`src/rtl/lsu_seq_pkg.sv`:
```
// Shared encodings, state codes and command decode for the load/store sequencer.
package lsu_seq_pkg;

  localparam int WORD_W = 32;
  localparam int BE_W   = 4;

  localparam logic [2:0] RD_NONE = 3'd0;
  localparam logic [2:0] RD_LB   = 3'd1;
  localparam logic [2:0] RD_LBU  = 3'd2;
  localparam logic [2:0] RD_LH   = 3'd3;
  localparam logic [2:0] RD_LHU  = 3'd4;
  localparam logic [2:0] RD_LW   = 3'd5;
  localparam logic [2:0] RD_LD   = 3'd6;

  localparam logic [2:0] WR_NONE = 3'd0;
  localparam logic [2:0] WR_SB   = 3'd1;
  localparam logic [2:0] WR_SH   = 3'd2;
  localparam logic [2:0] WR_SW   = 3'd3;
  localparam logic [2:0] WR_SD   = 3'd4;

  typedef enum logic [2:0] {
    ST_IDLE = 3'd0,
    ST_B0   = 3'd1,
    ST_B1   = 3'd2,
    ST_DONE = 3'd3,
    ST_ERR  = 3'd4
  } state_e;

  typedef enum logic [1:0] {SZ_B, SZ_H, SZ_W, SZ_D} size_e;

  typedef struct packed {
    logic  legal;
    logic  store;
    size_e size;
  } cmd_t;

  // Misalignment is folded into legality so the FSM has a single error path.
  function automatic cmd_t decode_cmd(input logic [2:0] rd, input logic [2:0] wr,
                                      input logic [2:0] a);
    cmd_t c;
    c.legal = 1'b1;
    c.store = (wr != WR_NONE);
    c.size  = SZ_B;
    if (rd != RD_NONE && wr != WR_NONE) c.legal = 1'b0;
    if (c.store) begin
      case (wr)
        WR_SB:   c.size = SZ_B;
        WR_SH:   c.size = SZ_H;
        WR_SW:   c.size = SZ_W;
        WR_SD:   c.size = SZ_D;
        default: c.legal = 1'b0;
      endcase
    end else begin
      case (rd)
        RD_LB, RD_LBU: c.size = SZ_B;
        RD_LH, RD_LHU: c.size = SZ_H;
        RD_LW:         c.size = SZ_W;
        RD_LD:         c.size = SZ_D;
        RD_NONE:       c.size = SZ_B;
        default:       c.legal = 1'b0;
      endcase
    end
    case (c.size)
      SZ_H:    if (a[0])        c.legal = 1'b0;
      SZ_W:    if (a[1:0] != 0) c.legal = 1'b0;
      SZ_D:    if (a != 0)      c.legal = 1'b0;
      default: ;
    endcase
    return c;
  endfunction

endpackage

```
`src/rtl/lsu_ld_extend.sv`:
```
// Selects the byte/half lane of a read word and sign- or zero-extends it to XLEN.
module lsu_ld_extend
  import lsu_seq_pkg::*;
#(
  parameter int XLEN = 64
) (
  input  logic [WORD_W-1:0] word,
  input  logic [1:0]        lane,
  input  logic [2:0]        rd,
  output logic [XLEN-1:0]   data
);

  logic [WORD_W-1:0] sh;

  always_comb begin
    sh   = word >> {lane, 3'b000};
    data = '0;
    case (rd)
      RD_LB:   data = {{(XLEN-8){sh[7]}}, sh[7:0]};
      RD_LBU:  data = {{(XLEN-8){1'b0}}, sh[7:0]};
      RD_LH:   data = {{(XLEN-16){sh[15]}}, sh[15:0]};
      RD_LHU:  data = {{(XLEN-16){1'b0}}, sh[15:0]};
      RD_LW:   data = {{(XLEN-32){sh[31]}}, sh[31:0]};
      RD_LD:   data = {{(XLEN-32){1'b0}}, word};
      default: data = '0;
    endcase
  end

endmodule

```
`src/rtl/lsu_seq.sv`:
```
// Load/store sequencer: splits RV64 accesses into 32-bit bus beats with ack timeout.
module lsu_seq
  import lsu_seq_pkg::*;
#(
  parameter int XLEN    = 64,
  parameter int MEM_AW  = 32,
  parameter int ACK_TMO = 255
) (
  input  logic              clk,
  input  logic              rst_n,
  input  logic              req_valid,
  output logic              req_ready,
  input  logic [2:0]        dm_rd_ctrl,
  input  logic [2:0]        dm_wr_ctrl,
  input  logic [XLEN-1:0]   addr,
  input  logic [XLEN-1:0]   wdata,
  output logic              mem_req,
  output logic              mem_we,
  output logic [MEM_AW-1:0] mem_addr,
  output logic [BE_W-1:0]   mem_be,
  output logic [WORD_W-1:0] mem_wdata,
  input  logic              mem_ack,
  input  logic [WORD_W-1:0] mem_rdata,
  output logic              resp_valid,
  output logic              resp_err,
  output logic [XLEN-1:0]   resp_rdata,
  output logic              busy
);

  localparam int TW = (ACK_TMO > 1) ? $clog2(ACK_TMO) : 1;

  state_e            state_q, state_d;
  logic              mem_req_q, mem_req_d;
  logic              mem_we_q, mem_we_d;
  logic [MEM_AW-1:0] mem_addr_q, mem_addr_d;
  logic [BE_W-1:0]   mem_be_q, mem_be_d;
  logic [WORD_W-1:0] mem_wdata_q, mem_wdata_d;
  logic              resp_valid_q, resp_valid_d;
  logic              resp_err_q, resp_err_d;
  logic [XLEN-1:0]   resp_rdata_q, resp_rdata_d;
  logic [TW-1:0]     tmo_q, tmo_d;
  logic [2:0]        rd_q, rd_d;
  logic [1:0]        lane_q, lane_d;
  logic              dbl_q, dbl_d;
  logic              store_q, store_d;
  logic [WORD_W-1:0] wdata_hi_q, wdata_hi_d;
  logic [WORD_W-1:0] lo_q, lo_d;

  cmd_t            cmd;
  logic            tmo_hit;
  logic [XLEN-1:0] ext_data;
  logic            unused_addr_hi;

  assign unused_addr_hi = ^addr[XLEN-1:MEM_AW];

  lsu_ld_extend #(.XLEN(XLEN)) u_ld_extend (
    .word (mem_rdata),
    .lane (lane_q),
    .rd   (rd_q),
    .data (ext_data)
  );

  always_comb begin
    cmd     = decode_cmd(dm_rd_ctrl, dm_wr_ctrl, addr[2:0]);
    tmo_hit = (ACK_TMO != 0) && (tmo_q == TW'(ACK_TMO - 1));

    state_d      = state_q;
    mem_req_d    = mem_req_q;
    mem_we_d     = mem_we_q;
    mem_addr_d   = mem_addr_q;
    mem_be_d     = mem_be_q;
    mem_wdata_d  = mem_wdata_q;
    resp_valid_d = 1'b0;
    resp_err_d   = 1'b0;
    resp_rdata_d = '0;
    tmo_d        = tmo_q;
    rd_d         = rd_q;
    lane_d       = lane_q;
    dbl_d        = dbl_q;
    store_d      = store_q;
    wdata_hi_d   = wdata_hi_q;
    lo_d         = lo_q;

    case (state_q)
      ST_IDLE: begin
        if (req_valid && (dm_rd_ctrl != RD_NONE || dm_wr_ctrl != WR_NONE)) begin
          if (cmd.legal) begin
            state_d     = ST_B0;
            mem_req_d   = 1'b1;
            mem_we_d    = cmd.store;
            mem_addr_d  = {addr[MEM_AW-1:2], 2'b00};
            case (cmd.size)
              SZ_B:    mem_be_d = 4'b0001 << addr[1:0];
              SZ_H:    mem_be_d = 4'b0011 << addr[1:0];
              default: mem_be_d = 4'b1111;
            endcase
            mem_wdata_d = cmd.store ? (wdata[WORD_W-1:0] << {addr[1:0], 3'b000}) : '0;
            tmo_d       = '0;
            rd_d        = dm_rd_ctrl;
            lane_d      = addr[1:0];
            dbl_d       = (cmd.size == SZ_D);
            store_d     = cmd.store;
            wdata_hi_d  = wdata[2*WORD_W-1:WORD_W];
          end else begin
            state_d      = ST_ERR;
            resp_valid_d = 1'b1;
            resp_err_d   = 1'b1;
          end
        end
      end
      ST_B0, ST_B1: begin
        if (mem_ack) begin
          if (state_q == ST_B0 && dbl_q) begin
            state_d     = ST_B1;
            mem_addr_d  = mem_addr_q + MEM_AW'(4);
            mem_wdata_d = store_q ? wdata_hi_q : '0;
            lo_d        = mem_rdata;
            tmo_d       = '0;
          end else begin
            state_d      = ST_DONE;
            resp_valid_d = 1'b1;
            if (!store_q) resp_rdata_d = dbl_q ? {mem_rdata, lo_q} : ext_data;
          end
        end else if (tmo_hit) begin
          state_d      = ST_ERR;
          resp_valid_d = 1'b1;
          resp_err_d   = 1'b1;
        end else begin
          tmo_d = tmo_q + TW'(1);
        end
        // Bus is released whenever the beat sequence ends, by completion or timeout.
        if (state_d == ST_DONE || state_d == ST_ERR) begin
          mem_req_d   = 1'b0;
          mem_we_d    = 1'b0;
          mem_addr_d  = '0;
          mem_be_d    = '0;
          mem_wdata_d = '0;
        end
      end
      ST_DONE, ST_ERR: state_d = ST_IDLE;
      default:         state_d = ST_IDLE;
    endcase
  end

  always_ff @(posedge clk) begin
    if (!rst_n) begin
      state_q      <= ST_IDLE;
      mem_req_q    <= 1'b0;
      mem_we_q     <= 1'b0;
      mem_addr_q   <= '0;
      mem_be_q     <= '0;
      mem_wdata_q  <= '0;
      resp_valid_q <= 1'b0;
      resp_err_q   <= 1'b0;
      resp_rdata_q <= '0;
      tmo_q        <= '0;
      rd_q         <= RD_NONE;
      lane_q       <= '0;
      dbl_q        <= 1'b0;
      store_q      <= 1'b0;
      wdata_hi_q   <= '0;
      lo_q         <= '0;
    end else begin
      state_q      <= state_d;
      mem_req_q    <= mem_req_d;
      mem_we_q     <= mem_we_d;
      mem_addr_q   <= mem_addr_d;
      mem_be_q     <= mem_be_d;
      mem_wdata_q  <= mem_wdata_d;
      resp_valid_q <= resp_valid_d;
      resp_err_q   <= resp_err_d;
      resp_rdata_q <= resp_rdata_d;
      tmo_q        <= tmo_d;
      rd_q         <= rd_d;
      lane_q       <= lane_d;
      dbl_q        <= dbl_d;
      store_q      <= store_d;
      wdata_hi_q   <= wdata_hi_d;
      lo_q         <= lo_d;
    end
  end

  assign req_ready  = (state_q == ST_IDLE);
  assign busy       = (state_q != ST_IDLE);
  assign mem_req    = mem_req_q;
  assign mem_we     = mem_we_q;
  assign mem_addr   = mem_addr_q;
  assign mem_be     = mem_be_q;
  assign mem_wdata  = mem_wdata_q;
  assign resp_valid = resp_valid_q;
  assign resp_err   = resp_err_q;
  assign resp_rdata = resp_rdata_q;

endmodule

```
`config.mk`:
```
export PLATFORM = sky130hd
export DESIGN_NAME = lsu_seq
export DESIGN_NICKNAME = d
export VERILOG_FILES = /design/src/rtl/lsu_seq_pkg.sv /design/src/rtl/lsu_ld_extend.sv /design/src/rtl/lsu_seq.sv
export SDC_FILE = /design/constraint.sdc
export NUM_CORES = 1
export LEC_CHECK = 0
export ABC_AREA = 1
export CAP_MARGIN = 20
export CORE_MARGIN = 2
export CORE_UTILIZATION = 50
export DETAILED_ROUTE_END_ITERATION = 8
export PLACE_DENSITY_LB_ADDON = 0.2
export SLEW_MARGIN = 20
export SYNTH_ARGS = -nofsm -noshare
export SYNTH_HDL_FRONTEND = slang
export SYNTH_SLANG_ARGS = --single-unit
```
`constraint.sdc`:
```
create_clock -name clk -period 5.75 [get_ports clk]
set_input_delay 1.15 -clock clk [delete_from_list [all_inputs] [get_ports clk]]
set_output_delay 1.15 -clock clk [all_outputs]
set_load 0.02 [all_outputs]
```
# Word level (Yosys, flattened, before mapping)
# Index checks and enable logic that the tools add are counted.
dict set report word_totals {
  reg_bits 218
  inputBits 170
  output_inout_bits 138
  elab_cells 140
}
dict set report op_classes {
  add_sub_neg 2
  eq_ne 31
  shifts 4
  n_mux 60
  bitwise 3
  n_reduce_logical 24
}
# op count
set op_table {}
lappend op_table {{$mux W32} 12}
lappend op_table {{$pmux W64 S6} 1}
lappend op_table {{$pmux W32 S2} 2}
lappend op_table {{$mux W64} 1}
lappend op_table {{$mux W8} 5}
lappend op_table {{$add A32 B3 Y32 const B} 1}
lappend op_table {{$shl A32 B5 Y32} 1}
lappend op_table {{$shr A32 B5 Y32} 1}
lappend op_table {{$eq A3 B2 Y1 const B} 8}
lappend op_table {{$eq A3 B3 Y1 const B} 8}
lappend op_table {{$mux W1} 19}
lappend op_table {{$pmux W4 S2} 2}
lappend op_table {{$pmux W8 S2} 1}
lappend op_table {{$mux W3} 5}
lappend op_table {{$eq A3 B1 Y1 const B} 4}
lappend op_table {{$mux W4} 3}
lappend op_table {{$ne A3 B3 Y1 const B} 4}
lappend op_table {{$pmux W2 S3} 2}
lappend op_table {{$reduce_bool A3 Y1} 4}
lappend op_table {{$reduce_and A5 Y1} 2}
lappend op_table {{$add A8 B1 Y8 const B} 1}
lappend op_table {{$eq A8 B8 Y1 const B} 1}
lappend op_table {{$pmux W1 S2} 4}
lappend op_table {{$reduce_or A7 Y1} 1}
lappend op_table {{20 further kinds} 31}

# Longest topological paths before layout
# Gate-level depths: netlist (run 1).
dict set report logic_depth {
  ltp_word 10
  ltp_mapped 16
  mapped_depth_nobuf 16
}

# Hierarchy
# A second synthesis (run 1) with hierarchy kept.
dict set report unflattened {
  hier_cells 1858
  area_unflattened_um2 11822.6
}
# mod instances cells_each area_per_inst_um2 seq_area_each_um2
set modules_own_cells {}
lappend modules_own_cells {lsu_seq 1 1560 10256.1 4324.1}
lappend modules_own_cells {lsu_ld_extend 1 298 1566.5 0.0}

# Worst setup path before layout (run 1)
# Ideal clock, no wire load.
dict set report synth_path {
  path_type {input -> register}
  from {in dm_wr_ctrl[1]}
  to {reg mem_addr_q[12] (netlist: mem_addr[12])}
  setup_ns 0.113
  arrival_ns 2.529
  required_ns 5.637
  setup_slack_ns 3.108
  path_stages 11
  path_buffers 2
  cell_sequence {nor2_1 > nand2_1 > o21a_1 > nor2_1 > inv_2 > nand2_4 > nor2_4 > buf_6 > buf_6 > nor2_1 > nor2_1}
}
dict set report synth_between {
  elab_chain_len 9
  word_cells_on_any_way 25
  classes_between {9 x eq/ne; 10 x mux; 6 x reduce/logical}
}
# element line
set synth_lines {}
lappend synth_lines {{start, declared} lsu_seq.sv:14} ;# input logic [2:0] dm_wr_ctrl,
lappend synth_lines {{$reduce_bool A3 Y1} {lsu_seq_pkg.sv:42, lsu_seq_pkg.sv:44, lsu_seq.sv:86}}
lappend synth_lines {{$logic_and A1 B1 Y1} lsu_seq_pkg.sv:44} ;# if (rd != RD_NONE && wr != WR_NONE) c.legal = 1'b0;
lappend synth_lines {{$mux W1} lsu_seq_pkg.sv:44}
lappend synth_lines {{$mux W1, on equally long branches} {lsu_seq_pkg.sv:54, lsu_seq_pkg.sv:46}}
lappend synth_lines {{$mux W1} lsu_seq_pkg.sv:45} ;# if (c.store) begin
lappend synth_lines {{$mux W1, on equally long branches} {lsu_seq_pkg.sv:66, lsu_seq_pkg.sv:64, lsu_seq_pkg.sv:65}}
lappend synth_lines {{$pmux W1 S3} lsu_seq_pkg.sv:63} ;# case (c.size)
lappend synth_lines {{$ne A2 B1 Y1 (no line)} -}
lappend synth_lines {{$reduce_and A5 Y1 (no line) (*)} -}
lappend synth_lines {{end signal, assigned} lsu_seq.sv:167} ;# mem_addr_q <= mem_addr_d;
lappend synth_lines {{end, declared} lsu_seq.sv:35} ;# logic [MEM_AW-1:0] mem_addr_q, mem_addr_d;
# Mark *: on every way between the ends. The rest lies on a longest branch, timed or not.
# A chain may end at the register's enable or synchronous reset.

# Worst setup path in the final report (run 1)
dict set report layout_path {
  from {in addr[0]}
  to {reg mem_wdata_q[19] (netlist: mem_wdata[19])}
}
dict set report layout_between {
  elab_chain_len 5
  word_cells_on_any_way 13
  classes_between {1 x eq/ne; 1 x shift; 8 x mux; 3 x reduce/logical}
}
# element line
set layout_lines {}
lappend layout_lines {{start, declared} lsu_seq.sv:15} ;# input logic [XLEN-1:0] addr,
lappend layout_lines {{$shl A32 B5 Y32 (tied with other cells)} lsu_seq.sv:97} ;# mem_wdata_d = cmd.store ? (wdata[WORD_W-1:0] << {addr[1:0], 3'b000}) : '0;
lappend layout_lines {{$mux W32 (tied with other cells)} lsu_seq.sv:97}
lappend layout_lines {{$mux W32 / $pmux W1 S3 (equally long branches)} {lsu_seq.sv:87, lsu_seq_pkg.sv:63}}
lappend layout_lines {{$mux W32 / $ne A2 B1 Y1 (equally long branches)} -}
lappend layout_lines {{$pmux W32 S2 / $reduce_and A5 Y1 (equally long branches)} -}
lappend layout_lines {{end signal, assigned} lsu_seq.sv:169} ;# mem_wdata_q <= mem_wdata_d;
lappend layout_lines {{end, declared} lsu_seq.sv:37} ;# logic [WORD_W-1:0] mem_wdata_q, mem_wdata_d;
# Several ways; a longest one is shown, not always the timed one. The select of a mux whose other input is x is not followed.

==> key figures, run 1 <==
Status
  • Run status: finished clean

Clocking
  • Clock buffer count from CTS: 24
  • Number of clock sinks seen by CTS: 216
  • Count of hold buffers inserted by post-cts repair: 0
  • Clock H-tree levels: 1
  • Clock transition at path regs: ~0.060 ns
  • Clock network latency to the later pin of the worst-skew pair: between 0.5 and 0.6 ns
  • TritonCTS clock tree: built
  • Number of buffers on the longest clock path: 3
  • Gates resized, CTS repair: 0
  • Setup repair bufs after CTS: 0
  • CTS root buffer: sky130_fd_sc_hd__clkbuf_16

Place
  • Final GP Congestion: 0.954
  • Worst Setup Slack post-DPL: 1.55 ns
  • Final HPWL from detailed placement: ~24,000 um
  • PortBufs: 273

STA
  • Number of max-slew violations in the final report: 0
  • Min cycle time layout: 3.70 ns
  • Final period utilization: 0.644
  • Hold_ws: 0.446 ns
  • Sum Neg Setup Slack: 0 ns
  • Fin Clk Skew: approximately 0.015 ns
  • Maximum frequency from static timing analysis: 270 MHz
  • Setup violation total in the final timing report: 0
  • Tightest Pin Transition: approximately 1.1 ns
  • Hold violation total from the final report: 0
  • Relative slew slack: 0.279
  • RSZ-0062 raised after global routing: no
  • Worst path setup slack after routing: 2.05 ns

Die
  • Number of top-level pins: 308
  • Width of the die: between 150 and 200 um
  • Initial standard-cell utilization of the core: 0.508
  • Cell row count: 54
  • Floorplan die area: between 0.02 and 0.025 mm2
  • Core Area: 0.0218 mm2
  • Die height: 153 um

Synth
  • Ys Warns: 0
  • Number of storage elements in the synthesis netlist: between 200 and 250
  • Top-area cell type share of the netlist area: 0.390
  • Share of the yosys chip area belonging to registers: 0.390
  • Post-synthesis area per instance: 6.43 um2
  • Yosys cell types: 46
  • Netlist area before placement: about 0.011 mm2
  • EDFF count, synth: 0
  • Async set-or-reset flop fraction in the synthesized netlist: 0
  • Ranking of synthesized cells by area: sky130_fd_sc_hd__dfxtp_1, sky130_fd_sc_hd__nand2_1, sky130_fd_sc_hd__nor2_1
  • Primary FF master, synth: sky130_fd_sc_hd__dfxtp_1
  • Library cell with the largest summed area after synthesis: sky130_fd_sc_hd__dfxtp_1
  • Post-synthesis cell count: 1,724

Drt
  • Top layer reached by signal wires: met4
  • Detailed-route wire length on metal 1: 13,900 um
  • Number of DRC markers in iteration 0: 716
  • Detailed-route wire length per cell: 15.3 um
  • Met2 wire length: between 15,000 and 20,000 um
  • Total Routed Length: 34,300 um
  • Detail-routed via count per cell: 5.34
  • Remaining routing DRC violations: 0
  • Routed via count: approximately 12,000
  • Number of routed nets with antenna violations: 0
  • Metal3 WL: 2910 um
  • Number of iterations in the first detailed-routing pass: 5

Power and ir drop
  • Clk pwr share: 0.408
  • Overall power of the completed layout: 3.94 mW
  • Total net switching power: around 1.1 mW
  • Power Density: 268 mW/mm2
  • Sequential fraction of design power: 0.413
  • Cell leakage power: just under 6 nW
  • Sw Share: 0.280
  • Peak supply drop: 0.187 mV
  • Internal cell power: 2.84 mW
  • Logic pwr share: 0.180

Finish
  • Storage element area: about 0.0043 mm2
  • Area of combinational cells with multiple inputs: roughly 0.0058 mm2
  • Number of fillers in the final layout: just under 2,000
  • Ratio of cells with drive above 1 in the final layout: 0.0491
  • Area growth from synthesis to layout: 32.6%
  • Final layout net count: roughly 2,100

Worst setup path
  • Cells along the critical path: clkdlybuf4s50_1, nor2_1, nand2_1, nand2_2, nand3_4, nand2_4, nand2_4, nor2_4, buf_4, nand2_1, nand2_1, nor2_1
  • Setup crit end: mem_wdata[19]
  • Launching element type of the critical path: input port
  • Slowest cell on crit path: sky130_fd_sc_hd__clkdlybuf4s50_1
  • Total number of cells along the worst setup path: 12
  • Largest fanout of any net on the critical path: 30
  • Setup crit start: addr[0]
  • CP arrival: 4.12 ns
  • Classification of the worst setup path: in -> reg
  • Endpoint of the worst register-to-register path: mem_be[3]
  • Maximum single-stage delay on the critical path: 0.85 ns
  • Path depth of the worst reg2reg path: 10
  • R2R setup slack: 2.21 ns
  • Required arrival time at the worst endpoint: around 6 ns
  • Startpoint of the most critical register-to-register path: dbl_q
  • Most repeated library cell on the critical path: sky130_fd_sc_hd__nand2_1
  • Combined buffer and inverter count along the critical path: 2
  • Family with the most delay on the worst path: simple AND/OR/NAND/NOR gates
  • Nature of the critical path endpoint: register

Global route
  • Total congestion overflow: 0
  • Number of global-route vias before repair: about 11,000
  • Pin count of the biggest net entering global routing: 111
  • Global-route wire length before repair: roughly 55,000 um
  • Number of antenna violations at the first check in global routing: 1
  • All-Layer GR Usage: 0.283

Worst hold path
  • Min-delay worst type: reg -> reg

Job
  • Max-cap violations: 0
[worst min-delay path by stage]
| stage | cells after the start | startpoint | end |
|---|---|---|---|
| after detailed placement | 2 | lo_q[7] | lo_q[7] |
| after global placement | 2 | lo_q[7] | lo_q[7] |
| after floorplan | 2 | lo_q[0] | lo_q[0] |
| after CTS | 2 | lo_q[7] | lo_q[7] |
| after global routing | 2 | lo_q[8] | resp_rdata[8] |
| final | 2 | lo_q[7] | lo_q[7] |
[layout make-up]
type / instances / area share
Antenna cell: 1 / 0.000170
Tap cell: 280 / 0.0238
Timing Repair Buffer: 286 / 0.193
Clock buffer: 34 / 0.0496
Sequential cell: 216 / 0.294
Clock inverter: 10 / 0.00749
Multi-Input combinational cell: 1265 / 0.394
Inverter: 145 / 0.0370
[registers in the layout, summed over array words and instances (netlist names), 2 cells and up]
signal,cells
mem_be,4
lo_q,32
rd_q,3
state_q,3
resp_rdata,64
lane_q,2
tmo_q,8
mem_addr,30
wdata_hi_q,32
mem_wdata,32
[cell usage in the layout, fill, tap and decap left out, drive strengths merged, types with 2 or more instances in the layout]
| master | synthesis | final |
|---|---|---|
| nand2 | 442 | 442 |
| nor2 | 339 | 339 |
| clkdlybuf4s50 | 0 | 272 |
| dfxtp | 216 | 216 |
| o21ai | 147 | 147 |
| inv | 144 | 145 |
| a21oi | 132 | 132 |
| nand3 | 60 | 60 |
| clkbuf | 64 | 34 |
| nor3 | 21 | 21 |
| o21bai | 18 | 18 |
| o22ai | 16 | 16 |
| nand4 | 15 | 15 |
| xor2 | 14 | 14 |
| buf | 35 | 14 |
| a31oi | 9 | 9 |
| o211ai | 9 | 9 |
| xnor2 | 8 | 8 |
| a22oi | 8 | 8 |
| o221ai | 8 | 8 |
| or2 | 7 | 7 |
| clkinv | 1 | 7 |
| nand3b | 3 | 3 |
| ha | 3 | 3 |
| conb | 1 | 2 |
| bufinv | 0 | 2 |
[synth_stat cells (8+ instances only)]
cell type	count
sky130_fd_sc_hd__a22oi_1	8
sky130_fd_sc_hd__nand2_1	435
sky130_fd_sc_hd__buf_2	20
sky130_fd_sc_hd__o21bai_1	18
sky130_fd_sc_hd__nand3_1	57
sky130_fd_sc_hd__a31oi_1	9
sky130_fd_sc_hd__xor2_1	14
sky130_fd_sc_hd__clkbuf_1	63
sky130_fd_sc_hd__nor2_1	334
sky130_fd_sc_hd__nor3_1	17
sky130_fd_sc_hd__o21ai_0	142
sky130_fd_sc_hd__xnor2_1	8
sky130_fd_sc_hd__o22ai_1	16
sky130_fd_sc_hd__o211ai_1	9
sky130_fd_sc_hd__o221ai_1	8
sky130_fd_sc_hd__nand4_1	14
sky130_fd_sc_hd__buf_1	9
sky130_fd_sc_hd__a21oi_1	130
sky130_fd_sc_hd__inv_1	137
sky130_fd_sc_hd__dfxtp_1	216
[power groups by stage]
stage | combinational, mW | clock, mW | sequential, mW
6_report | 0.707 | 1.61 | 1.63
5_1_grt | 0.775 | 1.70 | 1.63
4_1_cts | 0.705 | 1.63 | 1.63
3_5_place_dp | 0.699 | 0 | 1.66
3_3_place_gp | 0.690 | 0 | 1.66
2_1_floorplan | 0.336 | 0 | 1.71
[layer usage]
| layer | global-route usage | vias up |
|---|---|---|
| li1 | - | 5942 |
| met1 | 0.356 | 5382 |
| met2 | 0.468 | 521 |
| met3 | 0.0570 | 101 |
| met4 | 0.129 | 0 |
| met5 | 0 | - |
[metrics by stage]
stage / util / cells / instance area, um2
final: 0.674 / 2237 / 14700
after global routing: 0.674 / 2237 / 14700
after CTS: 0.673 / 2236 / 14700
after detailed placement: 0.635 / 2192 / 13900
after global placement: 0.635 / 2192 / 13900
after floorplan: - / 1725 / 11100
[kinds of logic after synthesis]
| group | after synthesis | synth area share |
|---|---|---|
| flip-flops | 216 | 0.390 |
| other | 1 | 0.000338 |
| XOR/XNOR | 22 | 0.0174 |
| AO/OA/AOI/OAI | 351 | 0.175 |
| AND/OR/NAND/NOR | 887 | 0.325 |
| adder cells (fa/ha/maj) | 3 | 0.00339 |
| buffers and inverters | 244 | 0.0884 |
[worst reg2reg max path, delay by kind of cell (launching register included)]
family	cells	cell delay, ns
AOI/OAI and AO/OA	2	0.37
buffers and inverters	3	1.55
DFF	1	0.31
and+or+nand+nor	5	1.19
Power figures use the tool's default switching activity.
==> inputs of run 2 (changes only) <==
CORE_UTILIZATION = 49   (was 50)
clock period = 3.8 ns   (was 5.75 ns; I/O delays follow)
==> key figures, run 2 (synthesis gave the netlist of run 1 again) <==
Drt
  • Routed via count: 11,900 (-0.0084%)
  • Detailed-route wire length per cell: 15.3 um (-0.12%)
  • Number of routed nets with antenna violations: 0 (unchanged)
  • Number of DRC markers in iteration 0: 917 (+28%)
  • Number of iterations in the first detailed-routing pass: 6 (+1)
  • Total Routed Length: 34,500 um (+0.60%)
  • Detail-routed via count per cell: 5.30 (-0.72%)
  • Remaining routing DRC violations: 0 (unchanged)

Worst setup path
  • Required arrival time at the worst endpoint: 4.23 ns (-1.94 ns)
  • Launching element type of the critical path: register
  • Maximum single-stage delay on the critical path: 0.91 ns (+0.06 ns)
  • Largest fanout of any net on the critical path: 33 (+10%)
  • CP arrival: 3.49 ns (-0.63 ns)
  • Nature of the critical path endpoint: register
  • Most repeated library cell on the critical path: sky130_fd_sc_hd__a21oi_1
  • Cells along the critical path: inv_1, a21oi_1, a21boi_0, o31ai_2, o21ai_2, buf_4, a21oi_1
  • Slowest cell on crit path: sky130_fd_sc_hd__o31ai_2
  • Classification of the worst setup path: reg -> reg

STA
  • Number of max-slew violations in the final report: 0 (unchanged)
  • Tightest Pin Transition: 1.13 ns (+0.0538 ns)
  • Setup violation total in the final timing report: 0 (unchanged)
  • Min cycle time layout: 3.06 ns
  • Fin Clk Skew: 0.0124 ns (-0.00238 ns)
  • Relative slew slack: 0.243 (-0.0361)
  • Hold violation total from the final report: 0 (unchanged)
  • RSZ-0062 raised after global routing: no
  • Maximum frequency from static timing analysis: 327 MHz
  • Final period utilization: 0.805
  • Sum Neg Setup Slack: 0 ns (unchanged)

Power and ir drop
  • Overall power of the completed layout: 6.02 mW (+53%)
  • Peak supply drop: 0.337 mV (+80%)
  • Power Density: 407 mW/mm2 (+52%)
  • Cell leakage power: 5.81 nW (+0.67%)

Clocking
  • Count of hold buffers inserted by post-cts repair: 0 (unchanged)
  • Gates resized, CTS repair: 0 (unchanged)
  • Number of buffers on the longest clock path: 3 (unchanged)
  • Setup repair bufs after CTS: 0 (unchanged)
  • Number of clock sinks seen by CTS: 216 (unchanged)
  • Clock H-tree levels: 1 (unchanged)
  • TritonCTS clock tree: built
  • Clock buffer count from CTS: 24 (unchanged)
  • Clock transition at path regs: 0.06 ns (about the same)
  • Clock network latency to the later pin of the worst-skew pair: 0.52 ns (about the same)
  • CTS root buffer: sky130_fd_sc_hd__clkbuf_16

Finish
  • Area growth from synthesis to layout: 33.4%
  • Final layout net count: 2,122 (+0.52%)
  • Ratio of cells with drive above 1 in the final layout: 0.0519 (+0.00280)
  • Final Non-Filler Cells: 2,253 (+0.72%)
  • Number of fillers in the final layout: 1,946 (-1.5%)
  • Core occupancy in the finished layout: 0.659 (-0.0144)
  • Storage element area: 0.00433 mm2 (unchanged)
  • Post-route cell area: 0.0148 mm2 (+0.60%)
  • Area of combinational cells with multiple inputs: 0.00579 mm2 (unchanged)
  • Max reg flops: 64 (unchanged)
  • Commonest non-fill, non-tap cells in the layout: sky130_fd_sc_hd__nand2_1, sky130_fd_sc_hd__nor2_1, sky130_fd_sc_hd__clkdlybuf4s50_1, sky130_fd_sc_hd__dfxtp_1, sky130_fd_sc_hd__o21ai_0
  • Most common cell after layout, fill and taps aside: sky130_fd_sc_hd__nand2_1

Place
  • PortBufs: 273 (unchanged)
  • Final HPWL from detailed placement: 23,700 um (+0.37%)
  • Final GP Congestion: 0.929 (-2.5%)
  • Placed instance area: 0.0139 mm2 (+0.64%)
  • Number of placed instances, taps included: 2,208 (+0.73%)

Die
  • Initial standard-cell utilization of the core: 0.494 (-0.0138)
  • Number of top-level pins: 308 (unchanged)
  • Die height: 154 um (+0.99%)
  • Cell row count: 55 (+1.9%)
  • Core Area: 0.0224 mm2 (+2.8%)
  • Floorplan die area: 0.0238 mm2 (+2.0%)
  • Width of the die: 154 um (+0.99%)

Worst hold path
  • Min-delay worst type: reg -> reg

Global route
  • Total congestion overflow: 0 (unchanged)
  • Global-route wire length before repair: 54,400 um (-1.2%)
  • Pin count of the biggest net entering global routing: 110 (-0.90%)
  • Number of global-route vias before repair: 10,900 (-0.85%)
  • GR met3 Demand/Resource: 0.0482 (-0.00880)
  • All-Layer GR Usage: 0.277 (-0.00597)
  • Grt met1 use: 0.361 (+0.00539)
  • Busiest layer in global routing: met2
  • Number of antenna violations at the first check in global routing: 2 (+1)
  • Met2 layer usage reported by global route: 0.452 (-0.0159)

Job
  • Max-cap violations: 0 (unchanged)

Status
  • Run status: finished clean
## run 2: changes by cell type in the layout (fill, tap and decap cells not counted), sizes merged
cell and change:
buf +11, bufinv +2, clkinv -3, clkinvlp +1, diode +1, inv -1
## run 2: final cells by class
class / count / share of cell area
inverters: 145 / 0.0368
flip-flops and latches: 216 / 0.292
clock inverters: 9 / 0.0102
diodes: 2 / 0.000338
multi-input cells: 1265 / 0.392
repair buffers: 297 / 0.198
clock buffers: 34 / 0.0466
well taps: 285 / 0.0241
## run 2: worst paths after layout
kind | from | endpoint | slack (ns) | cells past startpoint
hold reg to reg | lo_q[1] | lo_q[1] | 0.45 | 2
setup reg to reg | lane_q[0] | resp_rdata[41] | 0.74 | 7
setup / recovery | lane_q[0] | resp_rdata[41] | 0.74 | 7
hold / removal | lo_q[1] | lo_q[1] | 0.45 | 2
## run 2: stage by stage
stage	hold slack, ns	setup slack [ns]
after floorplan	0.424	1.55
after global placement	0.433	0.549
after detailed placement	0.436	0.527
after CTS	0.447	0.795
after global routing	0.458	0.496
final	0.446	0.739
## run 2: power breakdown
| group | switching, mW | leakage [nW] | internal [mW] |
|---|---|---|---|
| Combinational | 0.615 | 3.66 | 0.464 |
| Clock | 0.946 | 0.405 | 1.53 |
| Sequential | 0.0989 | 1.75 | 2.36 |
## run 2: critical path, delay by kind of cell, from the launching register on
family | cells | cell delay (ns)
compound gates | 5 | 1.54
buf+inv | 2 | 0.68
flops | 1 | 0.75
## run 2: routing by layer
layer	part of all wire	wire [um]
met4	0.042	1440
met1	0.42	14500
met2	0.46	15700
met5	0	0
met3	0.082	2840
